==> config.mk <==
export PLATFORM = sky130hd
export DESIGN_NAME = gpio_bank_ctrl_flat
export DESIGN_NICKNAME = d
export VERILOG_FILES = /design/src/rtl/gpio_pkg.sv /design/src/rtl/gpio_bank_ctrl_if.sv /design/src/rtl/gpio_sync.sv /design/src/rtl/gpio_bank_ctrl.sv /design/src/flat_wrapper.sv
export SDC_FILE = /design/constraint.sdc
export NUM_CORES = 1
export LEC_CHECK = 0
export ABC_AREA = 1
export CORE_MARGIN = 3
export CORE_UTILIZATION = 51
export CTS_CLUSTER_SIZE = 40
export DETAILED_ROUTE_END_ITERATION = 8
export PLACE_DENSITY = 0.85
export SKIP_LAST_GASP = 1
export SYNTH_ARGS = -nofsm -noshare
export SYNTH_HDL_FRONTEND = slang
export SYNTH_HIERARCHICAL = 1
export SYNTH_SLANG_ARGS = --single-unit
==> constraint.sdc <==
create_clock -name clk -period 2.3 [get_ports clk]
set_input_delay 0.46 -clock clk [delete_from_list [all_inputs] [get_ports clk]]
set_output_delay 0.46 -clock clk [all_outputs]
set_load 0.02 [all_outputs]
==> src/rtl/gpio_pkg.sv <==
// gpio_pkg: register map, edge-mode encodings and synchroniser depth limits for the GPIO bank
package gpio_pkg;
    localparam logic [1:0] ADDR_DOUT     = 2'd0;
    localparam logic [1:0] ADDR_OE       = 2'd1;
    localparam logic [1:0] ADDR_IRQ_EN   = 2'd2;
    localparam logic [1:0] ADDR_IRQ_STAT = 2'd3;
    localparam int EDGE_RISE       = 0;
    localparam int EDGE_BOTH       = 1;
    localparam int SYNC_STAGES_MIN = 2;
    localparam int SYNC_STAGES_MAX = 4;
endpackage

==> src/rtl/gpio_bank_ctrl_if.sv <==
// gpio_bank_ctrl_if: config read/write port between core logic (master) and the GPIO bank (slave)
interface gpio_bank_ctrl_if #(
    parameter int GPIO_WIDTH = 15
);
    logic                  cfg_wr;
    logic                  cfg_rd;
    logic [1:0]            cfg_addr;
    logic [GPIO_WIDTH-1:0] cfg_wdata;
    logic [GPIO_WIDTH-1:0] cfg_rdata;
    logic                  cfg_rvalid;
    modport master (output cfg_wr, cfg_rd, cfg_addr, cfg_wdata, input cfg_rdata, cfg_rvalid);
    modport slave (input cfg_wr, cfg_rd, cfg_addr, cfg_wdata, output cfg_rdata, cfg_rvalid);
endinterface

==> src/rtl/gpio_sync.sv <==
// gpio_sync: N-stage vector synchroniser with synchronous active-low reset
module gpio_sync #(
    parameter int WIDTH  = 1,
    parameter int STAGES = 2
) (
    input  logic             clk,
    input  logic             rst_n,
    input  logic [WIDTH-1:0] d,
    output logic [WIDTH-1:0] q
);
    logic [STAGES-1:0][WIDTH-1:0] stage_q, stage_d;
    always_comb begin
        stage_d = {stage_q[STAGES-2:0], d};
    end
    always_ff @(posedge clk) begin
        if (!rst_n) stage_q <= '0;
        else        stage_q <= stage_d;
    end
    assign q = stage_q[STAGES-1];
endmodule

==> src/rtl/gpio_bank_ctrl.sv <==
// gpio_bank_ctrl: clocked GPIO bank with output/enable registers, input sync, edge IRQs and test loopback
module gpio_bank_ctrl
    import gpio_pkg::*;
#(
    parameter int GPIO_WIDTH  = 15,
    parameter int SYNC_STAGES = 2,
    parameter int EDGE_MODE   = 0
) (
    input  logic                  clk,
    input  logic                  rst_n,
    gpio_bank_ctrl_if.slave       cfg,
    input  logic [GPIO_WIDTH-1:0] pad_y,
    output logic [GPIO_WIDTH-1:0] pad_a,
    output logic [GPIO_WIDTH-1:0] pad_oe,
    output logic [GPIO_WIDTH-1:0] pad_ie,
    input  logic                  tm_y,
    output logic [GPIO_WIDTH-1:0] core_in,
    input  logic [GPIO_WIDTH-1:0] test_in,
    output logic [GPIO_WIDTH-1:0] test_out,
    output logic                  tm_active,
    output logic                  irq
);
    // out-of-range depths are clamped into the legal synchroniser range
    localparam int SYNC_N = (SYNC_STAGES < SYNC_STAGES_MIN) ? SYNC_STAGES_MIN :
                            (SYNC_STAGES > SYNC_STAGES_MAX) ? SYNC_STAGES_MAX : SYNC_STAGES;
    logic [GPIO_WIDTH-1:0] dout_q, dout_d, oe_q, oe_d, irq_en_q, irq_en_d;
    logic [GPIO_WIDTH-1:0] irq_stat_q, irq_stat_d, prev_q, prev_d, rdata_q, rdata_d;
    logic [GPIO_WIDTH-1:0] rise, fall, ev, clr_mask, rd_sel;
    logic                  rvalid_q, rvalid_d, irq_q, irq_d;
    gpio_sync #(.WIDTH(GPIO_WIDTH), .STAGES(SYNC_N)) u_sync_pad (
        .clk(clk), .rst_n(rst_n), .d(pad_y), .q(core_in)
    );
    gpio_sync #(.WIDTH(1), .STAGES(SYNC_N)) u_sync_tm (
        .clk(clk), .rst_n(rst_n), .d(tm_y), .q(tm_active)
    );
    always_comb begin
        rise       = core_in & ~prev_q;
        fall       = ~core_in & prev_q;
        ev         = (EDGE_MODE == EDGE_BOTH) ? (rise | fall) : rise;
        clr_mask   = (cfg.cfg_wr && cfg.cfg_addr == ADDR_IRQ_STAT) ? cfg.cfg_wdata : '0;
        dout_d     = (cfg.cfg_wr && cfg.cfg_addr == ADDR_DOUT) ? cfg.cfg_wdata : dout_q;
        oe_d       = (cfg.cfg_wr && cfg.cfg_addr == ADDR_OE) ? cfg.cfg_wdata : oe_q;
        irq_en_d   = (cfg.cfg_wr && cfg.cfg_addr == ADDR_IRQ_EN) ? cfg.cfg_wdata : irq_en_q;
        // new events win over a same-cycle clear; status is frozen in test mode
        irq_stat_d = (irq_stat_q & ~clr_mask) | (tm_active ? '0 : (ev & irq_en_q));
        irq_d      = |irq_stat_q;
        prev_d     = core_in;
        rd_sel     = (cfg.cfg_addr == ADDR_DOUT)   ? dout_q :
                     (cfg.cfg_addr == ADDR_OE)     ? oe_q :
                     (cfg.cfg_addr == ADDR_IRQ_EN) ? irq_en_q : irq_stat_q;
        rdata_d    = cfg.cfg_rd ? rd_sel : rdata_q;
        rvalid_d   = cfg.cfg_rd;
    end
    always_ff @(posedge clk) begin
        if (!rst_n) begin
            dout_q     <= '0;
            oe_q       <= '0;
            irq_en_q   <= '0;
            irq_stat_q <= '0;
            prev_q     <= '0;
            rdata_q    <= '0;
            rvalid_q   <= 1'b0;
            irq_q      <= 1'b0;
        end else begin
            dout_q     <= dout_d;
            oe_q       <= oe_d;
            irq_en_q   <= irq_en_d;
            irq_stat_q <= irq_stat_d;
            prev_q     <= prev_d;
            rdata_q    <= rdata_d;
            rvalid_q   <= rvalid_d;
            irq_q      <= irq_d;
        end
    end
    assign pad_a          = tm_active ? test_in : dout_q;
    assign pad_oe         = oe_q;
    assign pad_ie         = ~oe_q;
    assign test_out       = tm_active ? core_in : '0;
    assign irq            = irq_q;
    assign cfg.cfg_rdata  = rdata_q;
    assign cfg.cfg_rvalid = rvalid_q;
endmodule

==> src/flat_wrapper.sv <==
// flat-port wrapper written by rule: the top's interface ports become plain ports
module gpio_bank_ctrl_flat import gpio_pkg::*;
#(
    parameter int GPIO_WIDTH  = 15,
    parameter int SYNC_STAGES = 2,
    parameter int EDGE_MODE   = 0
)
  (clk, rst_n, pad_y, pad_a, pad_oe, pad_ie, tm_y, core_in, test_in, test_out, tm_active, irq, cfg_cfg_wr, cfg_cfg_rd, cfg_cfg_addr, cfg_cfg_wdata, cfg_cfg_rdata, cfg_cfg_rvalid);
  gpio_bank_ctrl_if #(.GPIO_WIDTH(GPIO_WIDTH)) cfg_i ();
  input  logic clk;
  input  logic rst_n;
  input  logic [GPIO_WIDTH-1:0] pad_y;
  output logic [GPIO_WIDTH-1:0] pad_a;
  output logic [GPIO_WIDTH-1:0] pad_oe;
  output logic [GPIO_WIDTH-1:0] pad_ie;
  input  logic tm_y;
  output logic [GPIO_WIDTH-1:0] core_in;
  input  logic [GPIO_WIDTH-1:0] test_in;
  output logic [GPIO_WIDTH-1:0] test_out;
  output logic tm_active;
  output logic irq;
  input wire logic [$bits(cfg_i.cfg_wr)-1:0] cfg_cfg_wr;
  input wire logic [$bits(cfg_i.cfg_rd)-1:0] cfg_cfg_rd;
  input wire logic [$bits(cfg_i.cfg_addr)-1:0] cfg_cfg_addr;
  input wire logic [$bits(cfg_i.cfg_wdata)-1:0] cfg_cfg_wdata;
  output wire logic [$bits(cfg_i.cfg_rdata)-1:0] cfg_cfg_rdata;
  output wire logic [$bits(cfg_i.cfg_rvalid)-1:0] cfg_cfg_rvalid;
  assign cfg_i.cfg_wr = cfg_cfg_wr;
  assign cfg_i.cfg_rd = cfg_cfg_rd;
  assign cfg_i.cfg_addr = cfg_cfg_addr;
  assign cfg_i.cfg_wdata = cfg_cfg_wdata;
  assign cfg_cfg_rdata = cfg_i.cfg_rdata;
  assign cfg_cfg_rvalid = cfg_i.cfg_rvalid;
  gpio_bank_ctrl #(.GPIO_WIDTH(GPIO_WIDTH), .SYNC_STAGES(SYNC_STAGES), .EDGE_MODE(EDGE_MODE)) u_core (.clk(clk), .rst_n(rst_n), .cfg(cfg_i), .pad_y(pad_y), .pad_a(pad_a), .pad_oe(pad_oe), .pad_ie(pad_ie), .tm_y(tm_y), .core_in(core_in), .test_in(test_in), .test_out(test_out), .tm_active(tm_active), .irq(irq));
endmodule
Yosys cells after proc, flatten, opt, wreduce, memory -nomap -nowiden. Cells that the tools add are included.

Flip-flop bits (word level): 124. Bits of input ports: 52. Output and inout port bits: 93.

Eq/ne operators: 3. Mux-type cells: 7. Bitwise gates (word level): 7. Reduce and logical (&&, ||, !) cells: 6.

Operators by type and width (number): 15-bit 2-to-1 mux (7); 15-bit bitwise AND (3); 15-bit NOT (3); 15-bit bitwise OR (1); 15-bit OR reduction (1); 2-bit equality test, second input constant (2); 1-bit logical AND (4); 2-bit by 1-bit equality test with 1-bit output, second input constant (1); 2-bit zero test (1).

Longest topological paths before layout.
Word-level depth: 6. Mapped depth: 8. Mapped depth without buffers: 7.

By module. Netlist, hierarchy kept.

Modules (own cells, without submodules): gpio_bank_ctrl (times used 1, cells an instance 587, area an instance 4006.3 um^2, seq. area each 1841.8 um^2); gpio_sync at u_core.u_sync_pad (times used 1, cells an instance 93, area an instance 859.6 um^2, seq. area each 600.6 um^2); gpio_sync at u_core.u_sync_tm (times used 1, cells an instance 6, area an instance 55.1 um^2, seq. area each 40.0 um^2).

Least setup slack after synthesis. No wires, ideal clock.

Path kind: reg2out. Start point: register u_core.u_sync_tm.stage_q (netlist bit u_core/u_sync_tm/q). End point: output test_out[0]. Data arrival time: 1.301 ns. Required time: 1.840 ns. Path slack: 0.539 ns. Cell stages (with the launch flop): 6. Cells stage by stage: dfxtp_1 clkbuf_1 buf_2 clkbuf_1 nand2_1 inv_1.

Word-level cells in the longest chain between the ends: 1.

RTL lines: start, declared (line gpio_sync.sv:11) `logic [STAGES-1:0][WIDTH-1:0] stage_q, stage_d;`; start signal, assigned (line gpio_sync.sv:17) `else stage_q <= stage_d;`; 15-bit 2-to-1 mux (line gpio_bank_ctrl.sv:78) `assign test_out = tm_active ? core_in : '0;`; end, declared (line flat_wrapper.sv:19) `output logic [GPIO_WIDTH-1:0] test_out;`.

Every way passes these cells.

Final worst setup path.
Start point: register u_core.u_sync_tm.stage_q (netlist bit u_core/u_sync_tm/q). End point: output pad_a[10].

Word-level cells in the longest chain between the ends: 1.

RTL lines: 15-bit 2-to-1 mux (line gpio_bank_ctrl.sv:75) `assign pad_a = tm_active ? test_in : dout_q;`; end, declared (line flat_wrapper.sv:13) `output logic [GPIO_WIDTH-1:0] pad_a;`.

Every way passes these cells.

==> results.json <==
{
  "outcome": "completed",
  "p_leak_nw": 3.33,
  "core.rowCount": 35,
  "grt.total_usage": 0.247,
  "grt_max_degree": 41,
  "setup-violations-final": 0,
  "min_delay_path_depth": 3,
  "drv_slew": 0,
  "regArea_um2": 2490,
  "dpl.hpwl_um": 9400,
  "die-area_um2": 10900,
  "cts-root-buf": "clkbuf_8",
  "peakVddDrop_mv": 0.491,
  "fin_setup_tns_ns": 0,
  "ctsLongestPathBuffers": 2,
  "cts.clk_slew.worst_paths_ns": 0.06,
  "path_depth": 4,
  "synth_cells": 686,
  "synth.avg_cell_area_um2": 7.17,
  "final_area_um2": 7040,
  "final_cell_mix": "137 x nand2_1, 132 x inv_1, 123 x dfxtp_1",
  "yosys_warnings": 6,
  "antennaDiodeCount": 0,
  "die_w_um": 104,
  "grt_pass1_vias": 4580,
  "wl_um": 13300,
  "antenna_found_initial": 0,
  "synth-xor-area-share": 0,
  "synth-seq-cells": 124,
  "ant_nets": 0,
  "fin_crit_ns": 2.16,
  "ys_types": 15,
  "cts.sinks": 124,
  "drt_iter0_drc": 392,
  "synth_top_family_by_area": "compound AO/OA/AOI/OAI gates",
  "worst-endpoint-arrival_ns": 1.70,
  "cts_buffers": 17,
  "finClkSkew_ns": 0.00612,
  "dr.pass1.iters": 7,
  "finalHoldViolCount": 0,
  "slew_headroom": 0.626,
  "dr_total_vias": 4924,
  "rsz0062_at_grt": "false",
  "cp-end-kind": "primary output",
  "clk_latency_ns": 0.51,
  "yosys.area.top_type": "dfxtp_1",
  "cts_tree": "yes",
  "area_growth_pct": 43.1,
  "layout-drive-gt1-share": 0.0586,
  "synth_fp_nets": 738,
  "post_drt_wl_per_cell_um": 13.8,
  "synthTopCellsByArea": "dfxtp_1 50%, nand2_1 10%, inv_1 10%, a21oi_1 9.3%, o21ai_0 9.2%",
  "nNetsFinal": 876,
  "overflow": 0,
  "nFillCells": 682,
  "ioPinCount": 145,
  "worstPathRequired_ns": 1.84,
  "crit_buf_inv": 2,
  "place_area_um2": 6470,
  "synth-compound-area-share": 0.184,
  "ys_seq_area_frac": 0.504,
  "r2r_cells": 3,
  "cp-start-kind": "flop",
  "synth_area_um2": 4920,
  "path_class": "reg2out",
  "worst_slew_pin_slew_ns": 0.559,
  "crit_path_top_delay_cell": "dfxtp_4",
  "synth_fa_ha_area_frac": 0,
  "cp_max_fo": 40,
  "core_um2": 9330,
  "power.density_nw_per_um2": 790,
  "place.gp.congestion": 0.858,
  "fin_crit_sh": 0.940,
  "maxCapViolations": 0,
  "multi_input_area_um2": 1760,
  "cp_slowest_stage_delay_ns": 0.43,
  "dieHeight_um": 104,
  "synth.area.mux_share": 0,
  "htreeDepth": 4,
  "worst_path_dominant_cell_family": "buffers and inverters",
  "crit_chain": "buf_12 > nand2_1 > o21ai_0 > dlygate4sd2_1",
  "synthSimpleGateAreaFrac": 0.173,
  "grt_pass1_wl_um": 22200,
  "drc": 0,
  "port_buffers": 144,
  "mostFrequentLayoutCell": "nand2_1",
  "initial_utilization": 0.528,
  "vias_per_cell": 5.10,
  "fmax_ghz": 0.462,
  "min_path_type": "in2reg",
  "netlist.area_leader.share": 0.504,
  "post-cts-setup-buffer-count": 0
}
-- stage by stage --
step	setup WS (ns)	cells	hold slack, ns	util	total power [W]
final	0.137	965	0.378	0.755	0.00556
after global routing	0.0392	965	0.405	0.755	0.00576
after CTS	0.0206	965	0.365	0.755	0.00559
after detailed placement	0.135	934	0.396	0.694	0.00300
after global placement	0.149	934	0.392	0.694	0.00298
after floorplan	0.539	686	0.390	-	0.00267
-- metal layers --
layer	global-route usage	part of all wire
met4	0.0636	0.011
met2	0.408	0.47
met1	0.315	0.42
met3	0.0751	0.10
met5	0	0
-- worst reg2reg max path, cell delays in order, from the launching register on --
cell     delay, ns
dfxtp_1       0.33
or2_2         0.29
nor3_1        0.17
a21oi_1       0.10
-- final timing paths --
check | to | from | slack, ns
setup / recovery | pad_a[10] | u_core/u_sync_tm/q$_SDFF_PN0_ | 0.14
hold / removal | u_core/u_sync_pad/stage_d[19]$_SDFF_PN0_ | rst_n | 0.38
setup reg to reg | u_core/irq$_SDFF_PN0_ | u_core/irq_stat_q[1]$_SDFF_PN0_ | 1.28
hold reg to reg | u_core/u_sync_pad/q[1]$_SDFF_PN0_ | u_core/u_sync_pad/stage_d[16]$_SDFF_PN0_ | 0.41
-- kinds of logic (layout without fill, tap and decap cells) --
group / count (synthesis) / in the layout
flip-flops: 124 / 124
buffers and inverters: 173 / 323
AND/OR/NAND/NOR: 208 / 208
AO/OA/AOI/OAI: 181 / 181
-- area by class of cell --
class                           count  area share
Sequential cell                   124       0.353
Inverter                          133      0.0709
Timing Repair Buffer              159       0.220
Clock inverter                     11      0.0204
Clock buffer                       20      0.0632
Multi-Input combinational cell    389       0.249
Tap cell                          129      0.0229
-- state kept, by name, indices dropped and copies added (netlist names) --
name                       cells
u_core/cfg.cfg_rdata          15
u_core/dout_q                 15
u_core/irq_en_q               15
u_core/irq_stat_q             15
u_core/pad_oe                 15
u_core/prev_q                 15
u_core/u_sync_pad/q           15
u_core/u_sync_pad/stage_d     15
u_core/cfg.cfg_rvalid          1
u_core/irq                     1
u_core/u_sync_tm/q             1
u_core/u_sync_tm/stage_d       1
-- synth_stat cells, drive strengths merged --
master and instances:
clkbuf 32, nor3 1, buf 8, nand2 137
or2 1, inv 133, a21oi 91, nor2 19
nand4 2, nand3 48, o21ai 90, dfxtp 124
-- power breakdown --
| part | leakage, nW | internal (W) | switching (W) | total [W] |
|---|---|---|---|---|
| sequential | 1.02 | 0.00224 | 0.0000565 | 0.00230 |
| combinational | 2.03 | 0.000286 | 0.000367 | 0.000653 |
| clock | 0.279 | 0.00169 | 0.000914 | 0.00261 |
-- repair_timing --
action,in CTS,in global routing
resized for setup,21,1
endpoints found under the setup margin,21,1
hold buffers,0,0
Power figures use the tool's default switching activity.
==> edit: new RTL, same flow settings <==
`dout_q`, `oe_q` and `rdata_q` no longer have a reset.
--- a/src/rtl/gpio_bank_ctrl.sv
+++ b/src/rtl/gpio_bank_ctrl.sv
@@ -54,22 +54,22 @@
     always_ff @(posedge clk) begin
         if (!rst_n) begin
-            dout_q     <= '0;
-            oe_q       <= '0;
             irq_en_q   <= '0;
             irq_stat_q <= '0;
             prev_q     <= '0;
-            rdata_q    <= '0;
             rvalid_q   <= 1'b0;
             irq_q      <= 1'b0;
         end else begin
-            dout_q     <= dout_d;
-            oe_q       <= oe_d;
             irq_en_q   <= irq_en_d;
             irq_stat_q <= irq_stat_d;
             prev_q     <= prev_d;
-            rdata_q    <= rdata_d;
             rvalid_q   <= rvalid_d;
             irq_q      <= irq_d;
         end
+    end
+
+    always_ff @(posedge clk) begin
+        dout_q  <= dout_d;
+        oe_q    <= oe_d;
+        rdata_q <= rdata_d;
     end
     assign pad_a          = tm_active ? test_in : dout_q;
Formal check against the unedited RTL: not equivalent (a bounded check fails within 4 cycles, from zero or initial values and one cycle with rst_n low).
==> edit against the unedited design <==
  * Sequential cell count unchanged
  * Wire length decreased by 1.8%
  * Area after synthesis increased by 0.33%
  * Synthesized cell count decreased by 11%
  * Largest cell class unchanged
  * Power increased by 0.33%
  * Final area increased by 2.0%
  * Count of clock-buffer cells in the layout increased by 7
  * Setup slack got worse by 0.045 ns
==> edit: results (changes against the unedited design) <==
Non-clk invs: 109 (-18%)
outcome: finished, final reports clean
Pre-antenna DRT Iters: 6 (-1)
clkbuf count: 27 (+35%)
GRT Total Usage: 24.2% (-0.42 points)
via count: 4388 (-11%)
dpl cells: 871 (-6.7%)
detailed-route wire length per cell: 14.5 um (+4.8%)
WHS: 0.408 ns (+0.0301 ns)
post-synthesis sequential area ratio: 59.4% (+9.0 points)
crit-path max FO: 22 (-45%)
GPL Wtd Cong: 0.873 (+1.7%)
syn nets: 661 (-10%)
Final #Nets: 815 (-7.0%)
# fillers: 613 (-10%)
worst reg2reg path startpoint: u_core/u_sync_tm/q
Synth cell types: 21 (+6)
layout cells sized above 1: 7.35% (+1.5 points)
Static Leak: 3.81 nW (+14%)
DP Worst Slack: 0.107 ns (-0.0273 ns)
cell depth of the worst hold path: 2 (-1)
first-pass GRT wire length: 21200 um (-4.6%)
Signal buf overhead: 22.7% (+0.63 points)
HP Class: reg2reg
VDD IR max: 0.503 mV (+2.5%)
Detailed Place HPWL: 9570 um (+1.8%)
capturing point of the worst reg2reg path: u_core/irq_stat_q[7]
comb_multi_in: 351 (-9.8%)
Critical Path AT: 1.75 ns (+0.05 ns)
Register-to-Register Setup Slack: 1.13 ns (-0.15 ns)
list of most frequent post-synthesis cells: nand2_1 (206), inv_1 (106), dfxtp_1 (79)
Final Skew: 0.00407 ns (-0.00205 ns)
hold endpoint: u_core/u_sync_pad/q[2]
R2R cell count: 5 (+2)
Tightest Pin Transition: 0.969 ns (+0.410 ns)
## edit: logic make-up after synthesis
family	Yosys count	share of synthesized area, %
buf+inv	134	11.1
simple gates	301	24.5
flops	124	59.4
compound gates	50	5.07
## edit: power by group
| group | switching, mW | internal, mW | total (mW) |
|---|---|---|---|
| registers | 0.0603 | 2.38 | 2.44 |
| logic | 0.347 | 0.284 | 0.630 |
| clock network | 0.883 | 1.62 | 2.51 |
## edit: worst max path at each step
stage / start / to / slack [ns] / cells past startpoint
global route: u_core/u_sync_tm/q / tm_active / 0.04 / 2
floorplan: cfg_cfg_addr[0] / u_core/dout_q[0] / 0.004 / 3
finish: u_core/u_sync_tm/q / tm_active / 0.09 / 2
detailed placement: cfg_cfg_addr[1] / u_core/cfg.cfg_rdata[2] / 0.11 / 4
CTS: u_core/u_sync_tm/q / test_out[9] / -0.12 / 4
global placement: test_in[0] / pad_a[0] / 0.21 / 4
## edit: what timing repair did
action                                  in CTS  in global routing
setup buffers                                1                  0
cloned                                       0                  1
endpoints found under the setup margin      30                 30
gates resized for setup                      4                 31
## edit: metrics by stage
stage                     cell area (um2)  total power, mW
after floorplan                      4940             2.77
after global placement               6510             3.09
after detailed placement             6510             3.11
after CTS                            7100             5.60
after global routing                 7180             5.75
final                                7180             5.58
## edit: metal layers
layer	wire length (um)	global-route usage [%]
met2	6470	42.2
met3	982	6.08
met1	5340	29.3
met4	293	7.88
met5	0	0
## edit: worst max-delay path, stage by stage, from the launching register on
cell and delay, ns:
dfxtp_4 0.41, buf_8 0.19, clkdlybuf4s50_1 0.63
